### src/rtl/fifo_reader_pkg.sv
// fifo_reader_pkg: shared types and constants for the FIFO read-side controller.
//   state_e          : FSM state encoding (IDLE..CAP, 3 bits)
//   FIFO_STROBE_LAT  : edges from read_o sampled low until FIFO dout updates
//   HOLD_W           : width of the strobe hold counter (HOLD up to 15)
package fifo_reader_pkg;

  typedef enum logic [2:0] {
    ST_IDLE = 3'd0,
    ST_HI   = 3'd1,
    ST_LO   = 3'd2,
    ST_WAIT = 3'd3,
    ST_CAP  = 3'd4
  } state_e;

  localparam int FIFO_STROBE_LAT = 3;
  localparam int HOLD_W          = 4;

endpackage

### src/rtl/fifo_reader_strobe_gen.sv
// strobe_gen: owns the registered FIFO read strobe and its hold counter.
//   clk, rst (async, active-low)
//   start  : begin a strobe; read_o rises on this edge
//   read_o : registered strobe to the FIFO read pin
//   done   : read_o is high and the hold count is exhausted; read_o falls next edge
module strobe_gen
  import fifo_reader_pkg::*;
#(
  parameter int HOLD = 1
) (
  input  logic clk,
  input  logic rst,
  input  logic start,
  output logic read_o,
  output logic done
);

  localparam logic [HOLD_W-1:0] HOLD_LOAD = HOLD_W'(HOLD - 1);

  logic              read_q, read_d;
  logic [HOLD_W-1:0] cnt_q, cnt_d;

  always_comb begin
    read_d = read_q;
    cnt_d  = cnt_q;
    if (start) begin
      read_d = 1'b1;
      cnt_d  = HOLD_LOAD;
    end else if (read_q) begin
      if (cnt_q == '0) read_d = 1'b0;
      else             cnt_d  = cnt_q - HOLD_W'(1);
    end
  end

  always_ff @(posedge clk or negedge rst) begin
    if (!rst) begin
      read_q <= 1'b0;
      cnt_q  <= '0;
    end else begin
      read_q <= read_d;
      cnt_q  <= cnt_d;
    end
  end

  assign read_o = read_q;
  assign done   = read_q && (cnt_q == '0);

endmodule

### src/rtl/fifo_reader.sv
// fifo_reader: read-side controller for the team FIFO. Strobes the FIFO read
// pin (popped on its falling edge), waits out the FIFO pipeline, captures dout
// and offers it downstream on a valid/ready stream.
//   clk, rst (async, active-low)
//   en         : allow new strobes; an in-flight strobe always completes
//   fifo_empty : FIFO empty flag (sampled in IDLE only)
//   fifo_dout  : FIFO registered data out
//   read_o     : FIFO read strobe (registered)
//   m_data/m_valid/m_ready : output stream. A word transfers on every rising
//                edge where m_valid & m_ready; m_data is held while m_valid & ~m_ready.
//   busy       : FSM not in IDLE
//   rd_count   : words popped, wraps modulo 2^CBIT
//   dbg_state  : current FSM state
module fifo_reader
  import fifo_reader_pkg::*;
#(
  parameter int DBIT = 3,
  parameter int HOLD = 1,
  parameter int CBIT = 8
) (
  input  logic            clk,
  input  logic            rst,
  input  logic            en,
  input  logic            fifo_empty,
  input  logic [DBIT-1:0] fifo_dout,
  output logic            read_o,
  output logic [DBIT-1:0] m_data,
  output logic            m_valid,
  input  logic            m_ready,
  output logic            busy,
  output logic [CBIT-1:0] rd_count,
  output state_e          dbg_state
);

  state_e            state_q, state_d;
  logic [DBIT-1:0]   m_data_q, m_data_d;
  logic              m_valid_q, m_valid_d;
  logic [CBIT-1:0]   rd_count_q, rd_count_d;
  logic              start;
  logic              done;

  strobe_gen #(.HOLD(HOLD)) u_strobe (
    .clk    (clk),
    .rst    (rst),
    .start  (start),
    .read_o (read_o),
    .done   (done)
  );

  // Issue only when the output slot is free or being drained this edge, so
  // an unconsumed word can never be overwritten by the next capture.
  always_comb begin
    state_d = state_q;
    start   = 1'b0;
    case (state_q)
      ST_IDLE: begin
        if (en && !fifo_empty && (!m_valid_q || m_ready)) begin
          start   = 1'b1;
          state_d = ST_HI;
        end
      end
      ST_HI:   if (done) state_d = ST_LO;
      ST_LO:   state_d = ST_WAIT;
      ST_WAIT: state_d = ST_CAP;
      ST_CAP:  state_d = ST_IDLE;
      default: state_d = ST_IDLE;
    endcase
  end

  // Capture in CAP takes priority over the consume-clear.
  always_comb begin
    m_data_d   = m_data_q;
    m_valid_d  = m_valid_q;
    rd_count_d = rd_count_q;
    if (m_valid_q && m_ready) m_valid_d = 1'b0;
    if (state_q == ST_CAP) begin
      m_data_d   = fifo_dout;
      m_valid_d  = 1'b1;
      rd_count_d = rd_count_q + CBIT'(1);
    end
  end

  always_ff @(posedge clk or negedge rst) begin
    if (!rst) begin
      state_q    <= ST_IDLE;
      m_data_q   <= '0;
      m_valid_q  <= 1'b0;
      rd_count_q <= '0;
    end else begin
      state_q    <= state_d;
      m_data_q   <= m_data_d;
      m_valid_q  <= m_valid_d;
      rd_count_q <= rd_count_d;
    end
  end

  assign m_data    = m_data_q;
  assign m_valid   = m_valid_q;
  assign rd_count  = rd_count_q;
  assign busy      = (state_q != ST_IDLE);
  assign dbg_state = state_q;

endmodule
### config.mk
export PLATFORM = sky130hd
export DESIGN_NAME = fifo_reader
export DESIGN_NICKNAME = d
export VERILOG_FILES = /design/src/rtl/fifo_reader_pkg.sv /design/src/rtl/fifo_reader_strobe_gen.sv /design/src/rtl/fifo_reader.sv
export SDC_FILE = /design/constraint.sdc
export NUM_CORES = 1
export LEC_CHECK = 0
export ABC_CLOCK_PERIOD_IN_PS = 2800
export CAP_MARGIN = 20
export CORE_MARGIN = 3
export CORE_UTILIZATION = 52
export CTS_BUF_LIST = sky130_fd_sc_hd__clkbuf_8
export CTS_CLUSTER_DIAMETER = 60
export DETAILED_ROUTE_END_ITERATION = 10
export PLACE_DENSITY = 0.86
export SLEW_MARGIN = 20
export SYNTH_ARGS = -nofsm -noshare
export SYNTH_HDL_FRONTEND = slang
export SYNTH_SLANG_ARGS = --single-unit
### constraint.sdc
create_clock -name clk -period 2.8 [get_ports clk]
set_input_delay 0.28 -clock clk [delete_from_list [all_inputs] [get_ports clk]]
set_output_delay 0.28 -clock clk [all_outputs]
set_load 0.05 [all_outputs]
==> impl_metrics.csv, run 1 <==
group,metric,value,unit
cts,clk_latency,0.25,ns
logic_synthesis,synth_area,887,sq um
worst_setup_path,cp.required,2.52,ns
global_route,antenna_found_initial,0,
floorplan,row_count,14,
cts,cts_buffer_depth,2,
power_and_ir_drop,vdd_ir_drop_max,0.841,mV
power_and_ir_drop,p_clk_share,14.5,%
worst_setup_path,setup.worst_path.class,"reg -> out",
power_and_ir_drop,seq_power_share,38.0,%
timing,post-route-period-util,79.9,%
cells_and_area,final_cells,120,
timing,slew_viol_final,0,
cts,cts_hold_buf,0,
cells_and_area,synthToLayoutAreaGrowth,34.0,%
timing,slew_headroom,44.2,%
routing,top_layer,"met4",
routing,drt_first_pass_iters,4,
placed_design,hpwl,1260,microns
timing,fmax,447,MHz
routing,routed_via_density,5.57,
logic_synthesis,yosysTopAreaCell,"dfrtp_1",
run,maxCapViolations,0,
placed_design,io_buffers,24,
placed_design,gp_congestion,0.709,
cells_and_area,nets,116,
cts,cts_sinks,20,
routing,vias,668,
power_and_ir_drop,p_int,700,uW
global_route,grt_pass1_vias,626,
run_status,outcome,"finished, final reports clean",
worst_setup_path,cp.arrival,1.96,ns
global_route,grt_pass1_wl,2550,microns
worst_setup_path,start_kind,"register",
cts,cts_tree,"done",
logic_synthesis,synth_seq_cells,20,
cts,post-cts-setup-buffers,0,
cts,cts.repair.resized,0,
worst_setup_path,cp-end-kind,"primary output",
cts,h-tree-depth,1,
routing,post_drt_wl_per_cell,13.8,microns
floorplan,fp.coreArea,1560,sq um
logic_synthesis,yosysSeqAreaShare,56.4,%
worst_hold_path,hp-class,"reg -> reg",
routing,wirelength,1660,microns
timing,fin_tns_setup,0,ns
worst_setup_path,critPathMaxStageDelay,0.72,ns
logic_synthesis,synthCells,77,
logic_synthesis,synth_top_cell_area_share,56.4,%
floorplan,initial_core_util,56.9,%
global_route,grt_use_total,17.0,%
worst_setup_path,crit_family,"buffers and inverters",
floorplan,dieArea,2240,sq um
global_route,grt_max_degree,21,
power_and_ir_drop,pwr-share-comb,47.6,%
timing,clock_skew,0.00180,ns
logic_synthesis,synth_area_per_cell,11.5,sq um
placed_design,dp_cells,117,
floorplan,die_x,47.3,microns
global_route,grt_overflow_total,0,
timing,hold_violations,0,
timing,tightestPinTransition,0.834,ns
floorplan,top_level_ports,25,
routing,remaining_drc_errors,0,
timing,fin_crit,2.24,ns
cells_and_area,layout-drive-gt1-share,10.6,%
floorplan,dieHeight,47.3,microns
routing,wl_met2,764,microns
worst_setup_path,path_cells,"or3_2 > clkdlybuf4s50_1",
routing,wl_met3,80,microns
worst_setup_path,crit_fanout,7,
worst_setup_path,cpMaxStageDelayCell,"clkdlybuf4s50_1",
cts,cts_root_buffer,"clkbuf_8",
routing,met1_length,738,microns
cts,path_clk_slew,0.07,ns
worst_setup_path,crit_buf_inv,1,
power_and_ir_drop,switchingPower,549,uW
cts,cts_made_buffers,3,
timing,finalSetupViolations,0,
logic_synthesis,synth_nets,87,
cells_and_area,diodes,0,
logic_synthesis,synth_warnings,0,
routing,drt.antenna.violating_nets,0,
logic_synthesis,synth_cell_types,23,
routing,drtIter0Drc,4,
logic_synthesis,ys_top_cells_by_area,"dfrtp_1, xor2_1, mux2_2",
timing,rsz0062_at_grt,"false",
power_and_ir_drop,p_sw_share,44.0,%
power_and_ir_drop,powerDensity,1050,nW/um^2
power_and_ir_drop,static-leakage-power,0.538,nW
## placed cells by master (no fill, tap or decap), drive strengths merged, types with 2 or more instances in the layout
cell type,netlist,final
clkdlybuf4s50,0,24
dfrtp,20,20
nor2,9,9
xor2,6,6
nand2,6,6
inv,4,4
xnor2,4,4
mux2,4,4
nand4,4,4
nand3,3,3
clkbuf,0,3
nand2b,2,2
a21oi,2,2
ha,2,2
nor3,2,2
## registers in the layout (all words and copies together), names as in the netlist
signal	flops
u_strobe.read_o	1
m_data	3
dbg_state	3
u_strobe.cnt_q	4
rd_count	8
m_valid	1
## cell type report
type	count	area, sq um
flip-flops and latches	20	500
inverters	4	15.0
well taps	16	20.0
multi-input cells	53	372
fillers	110	370
repair buffers	24	240
clock buffers	3	41.3
## logic make-up after synthesis
group	count (synthesis)	share of synthesized area [%]
buffers and inverters	4	1.69
adders and majority gates	2	2.82
DFF	20	56.4
xor gates and xnor gates	10	9.87
muxes	4	5.08
AOI/OAI and AO/OA	4	2.82
and+or+nand+nor	33	21.3
## routing by layer
| layer | vias up | global-route usage [%] |
|---|---|---|
| li1 | 316 | - |
| met1 | 320 | 20.6 |
| met2 | 24 | 25.9 |
| met3 | 8 | 3.45 |
| met4 | 0 | 13.8 |
| met5 | - | 0 |
## worst reg2reg max path: cells and delay by family, from the launching register on
| family | cells | cell delay (ns) |
|---|---|---|
| adder cells (fa/ha/maj) | 1 | 0.20 |
| buffers and inverters | 1 | 0.06 |
| AND/OR/NAND/NOR | 3 | 0.92 |
| flip-flops | 1 | 0.40 |
## per-stage QoR
stage                     setup WS [ns]  utilization (%)  power (mW)  hold WS, ns  instance area (sq um)
after global routing              0.502             76.2        1.32        0.508                   1190
after detailed placement          0.835             73.6        1.08        0.471                   1150
final                             0.564             76.2        1.25        0.475                   1190
after global placement            0.879             73.6        1.04        0.457                   1150
after floorplan                    1.00                -       0.878      -0.0156                    887
after CTS                         0.556             76.2        1.26        0.480                   1190
## power by group through the flow
stage	Combinational (mW)	Clock, mW	Sequential (mW)
global placement	0.578	0	0.466
detailed placement	0.598	0	0.479
floorplan	0.235	0	0.643
CTS	0.601	0.186	0.474
global route	0.641	0.195	0.489
finish	0.594	0.181	0.474
## worst paths after layout
path,from,endpoint,slack [ns],cells after the start
worst max register to register,u_strobe.cnt_q[0],u_strobe.read_o,1.10,5
min in group asynchronous,rst,rd_count[7],0.50,1
max in group asynchronous,rst,u_strobe.cnt_q[3],1.78,1
worst min-delay path,rd_count[7],rd_count[7],0.47,1
worst min register to register,rd_count[7],rd_count[7],0.47,1
worst max-delay path,dbg_state[1],busy,0.56,2
## cells in the mapped netlist, drive strengths merged
| master | n |
|---|---|
| or2 | 1 |
| a211oi | 1 |
| nor3b | 1 |
| nand3 | 3 |
| ha | 2 |
| nand2 | 6 |
| xor2 | 6 |
| mux2 | 4 |
| and2 | 1 |
| a21oi | 2 |
| a21o | 1 |
| nor3 | 2 |
| inv | 4 |
| nor2 | 9 |
| nand3b | 1 |
| dfrtp | 20 |
| or3 | 1 |
| nand2b | 2 |
| nor4bb | 1 |
| or3b | 1 |
| xnor2 | 4 |
| nand4 | 4 |
Note: power is estimated with default switching activity, not from simulation.
==> run 2: changes to the inputs <==
--- a/config.mk
+++ b/config.mk
@@ -5,14 +5,14 @@
 export SDC_FILE = /design/constraint.sdc
 export NUM_CORES = 1
 export LEC_CHECK = 0
-export ABC_CLOCK_PERIOD_IN_PS = 2800
+export ABC_CLOCK_PERIOD_IN_PS = 1900
 export CAP_MARGIN = 20
 export CORE_MARGIN = 3
-export CORE_UTILIZATION = 52
+export CORE_UTILIZATION = 43
 export CTS_BUF_LIST = sky130_fd_sc_hd__clkbuf_8
 export CTS_CLUSTER_DIAMETER = 60
 export DETAILED_ROUTE_END_ITERATION = 10
-export PLACE_DENSITY = 0.86
+export PLACE_DENSITY = 0.76
 export SLEW_MARGIN = 20
 export SYNTH_ARGS = -nofsm -noshare
 export SYNTH_HDL_FRONTEND = slang
==> constraint.sdc (replaced) <==
create_clock -name clk -period 1.9 [get_ports clk]
set_input_delay 0.19 -clock clk [delete_from_list [all_inputs] [get_ports clk]]
set_output_delay 0.19 -clock clk [all_outputs]
set_load 0.05 [all_outputs]
==> run 2 against run 1 <==
  * Sequential share of layout area shrank 1.0 points
  * Clock-buffer cell count grew 1
  * Power grew 51%
  * Final cell count grew 9.2%
  * Critical path type unchanged
==> impl_metrics.csv, run 2 (synthesis results as in run 1) <==
group,metric,value,unit
run_status,outcome,"finished, final reports clean",
timing,slew_headroom,66.2,%
routing,drtIter0Drc,9,
routing,wirelength,1650,microns
cells_and_area,nets,117,
worst_setup_path,start_kind,"register",
timing,tightestPinTransition,0.505,ns
global_route,grt_max_degree,21,
global_route,grt_overflow_total,0,
cts,cts.repair.resized,0,
cells_and_area,diodes,0,
worst_setup_path,cpMaxStageDelayCell,"clkdlybuf4s50_1",
global_route,antenna_found_initial,0,
worst_setup_path,cp-end-kind,"primary output",
power_and_ir_drop,powerDensity,1550,nW/um^2
routing,remaining_drc_errors,0,
power_and_ir_drop,static-leakage-power,0.550,nW
worst_setup_path,setup.worst_path.class,"reg -> out",
cts,cts_hold_buf,0,
timing,fin_tns_setup,0,ns
power_and_ir_drop,p_total,1.88,mW
cts,cts_sinks,20,
floorplan,initial_core_util,48.2,%
floorplan,dieHeight,51.4,microns
worst_setup_path,cp.required,1.71,ns
placed_design,place_area,1160,sq um
cells_and_area,final_cells,131,
routing,drt_first_pass_iters,4,
global_route,grt_util_met2,24.4,%
global_route,grt_pass1_vias,635,
routing,vias,631,
cells_and_area,final_cell_mix,"clkdlybuf4s50_1, dfrtp_1, nor2_1",
timing,fin_crit,1.79,ns
cells_and_area,synthToLayoutAreaGrowth,37.4,%
cts,path_clk_slew,0.07,ns
worst_setup_path,path_cells,"clkdlybuf4s50_1",
cells_and_area,final_area,1220,sq um
floorplan,die_x,51.4,microns
timing,finalSetupViolations,0,
cts,cts_buffer_depth,2,
power_and_ir_drop,vdd_ir_drop_max,0.856,mV
global_route,grt_pass1_wl,2910,microns
timing,hold_violations,0,
worst_setup_path,cp.arrival,1.60,ns
floorplan,top_level_ports,25,
worst_hold_path,hp-class,"in -> async",
placed_design,io_buffers,24,
cells_and_area,largest_reg_flops,8,
routing,post_drt_wl_per_cell,12.6,microns
routing,drt.antenna.violating_nets,0,
cts,clk_latency,0.25,ns
global_route,grt_use_total,14.5,%
cts,post-cts-setup-buffers,0,
worst_setup_path,crit_family,"buffers and inverters",
worst_setup_path,crit_buf_inv,1,
timing,setup_ws,0.112,ns
floorplan,fp.coreArea,1840,sq um
worst_setup_path,critPathMaxStageDelay,0.86,ns
floorplan,row_count,15,
cells_and_area,layout-drive-gt1-share,13.2,%
cts,cts_made_buffers,3,
global_route,met1_usage,18.2,%
cts,h-tree-depth,1,
global_route,busiest_layer,"met2",
timing,post-route-period-util,94.1,%
run,maxCapViolations,0,
cells_and_area,layout_commonest_cell,"clkdlybuf4s50_1",
placed_design,dp_cells,127,
placed_design,hpwl,1270,microns
timing,rsz0062_at_grt,"false",
timing,slew_viol_final,0,
cts,cts_tree,"done",
global_route,grtUsageMet3,5.25,%
worst_setup_path,crit_fanout,7,
timing,hold_slack,0.273,ns
timing,fmax,559,MHz
routing,routed_via_density,4.82,
timing,clock_skew,0.00191,ns
cells_and_area,final_core_util,66.3,%
placed_design,pre_cts_slack,0.216,ns
cts,cts_root_buffer,"clkbuf_8",
placed_design,gp_congestion,0.750,
floorplan,dieArea,2640,sq um
run 2: cell count changes in the layout (fill, tap and decap cells not counted):
cell             change
buf_4                +2
clkbuf_8             +1
clkdlybuf4s50_1      -1
run 2: path summary, 6_finish.rpt:
path	start	to	slack, ns	depth (start not counted)
max	dbg_state[1]	dbg_state[1]	0.11	1
min	rst	dbg_state[2]	0.27	2
max reg2reg	u_strobe.cnt_q[0]	u_strobe.read_o	0.22	5
min reg2reg	rd_count[7]	rd_count[7]	0.48	1
max in group asynchronous	rst	rd_count[6]	1.43	2
min in group clk	rd_count[7]	rd_count[7]	0.48	1
run 2: cell type report:
type | instances | area (sq um)
clock buffer | 4 | 55.1
inverter | 4 | 15.0
multi-input combinational | 53 | 372
fill | 160 | 621
sequential | 20 | 500
timing repair buffer | 25 | 245
tap | 25 | 31.3
run 2: routing by layer:
metal | part of all wire, % | wire (microns)
met5 | 0 | 0
met4 | 0 | 0
met3 | 5.8 | 96
met2 | 48 | 793
met1 | 46 | 755
run 2: where the power goes:
group	internal (mW)	leakage, nW	total (mW)	switching (mW)
clock network	0.184	0.0288	0.310	0.126
registers	0.549	0.264	0.698	0.149
logic	0.338	0.257	0.876	0.538
total	1.07	0.550	1.88	0.813
==> run 3: changes to the inputs <==
--- a/config.mk
+++ b/config.mk
@@ -11,6 +11,7 @@
 export CORE_UTILIZATION = 43
 export CTS_BUF_LIST = sky130_fd_sc_hd__clkbuf_8
 export CTS_CLUSTER_DIAMETER = 60
+export CTS_CLUSTER_SIZE = 40
 export DETAILED_ROUTE_END_ITERATION = 10
 export PLACE_DENSITY = 0.76
 export SLEW_MARGIN = 20
==> results of run 3 <==
The final DEF is identical to that of run 2; final timing and power are the same.
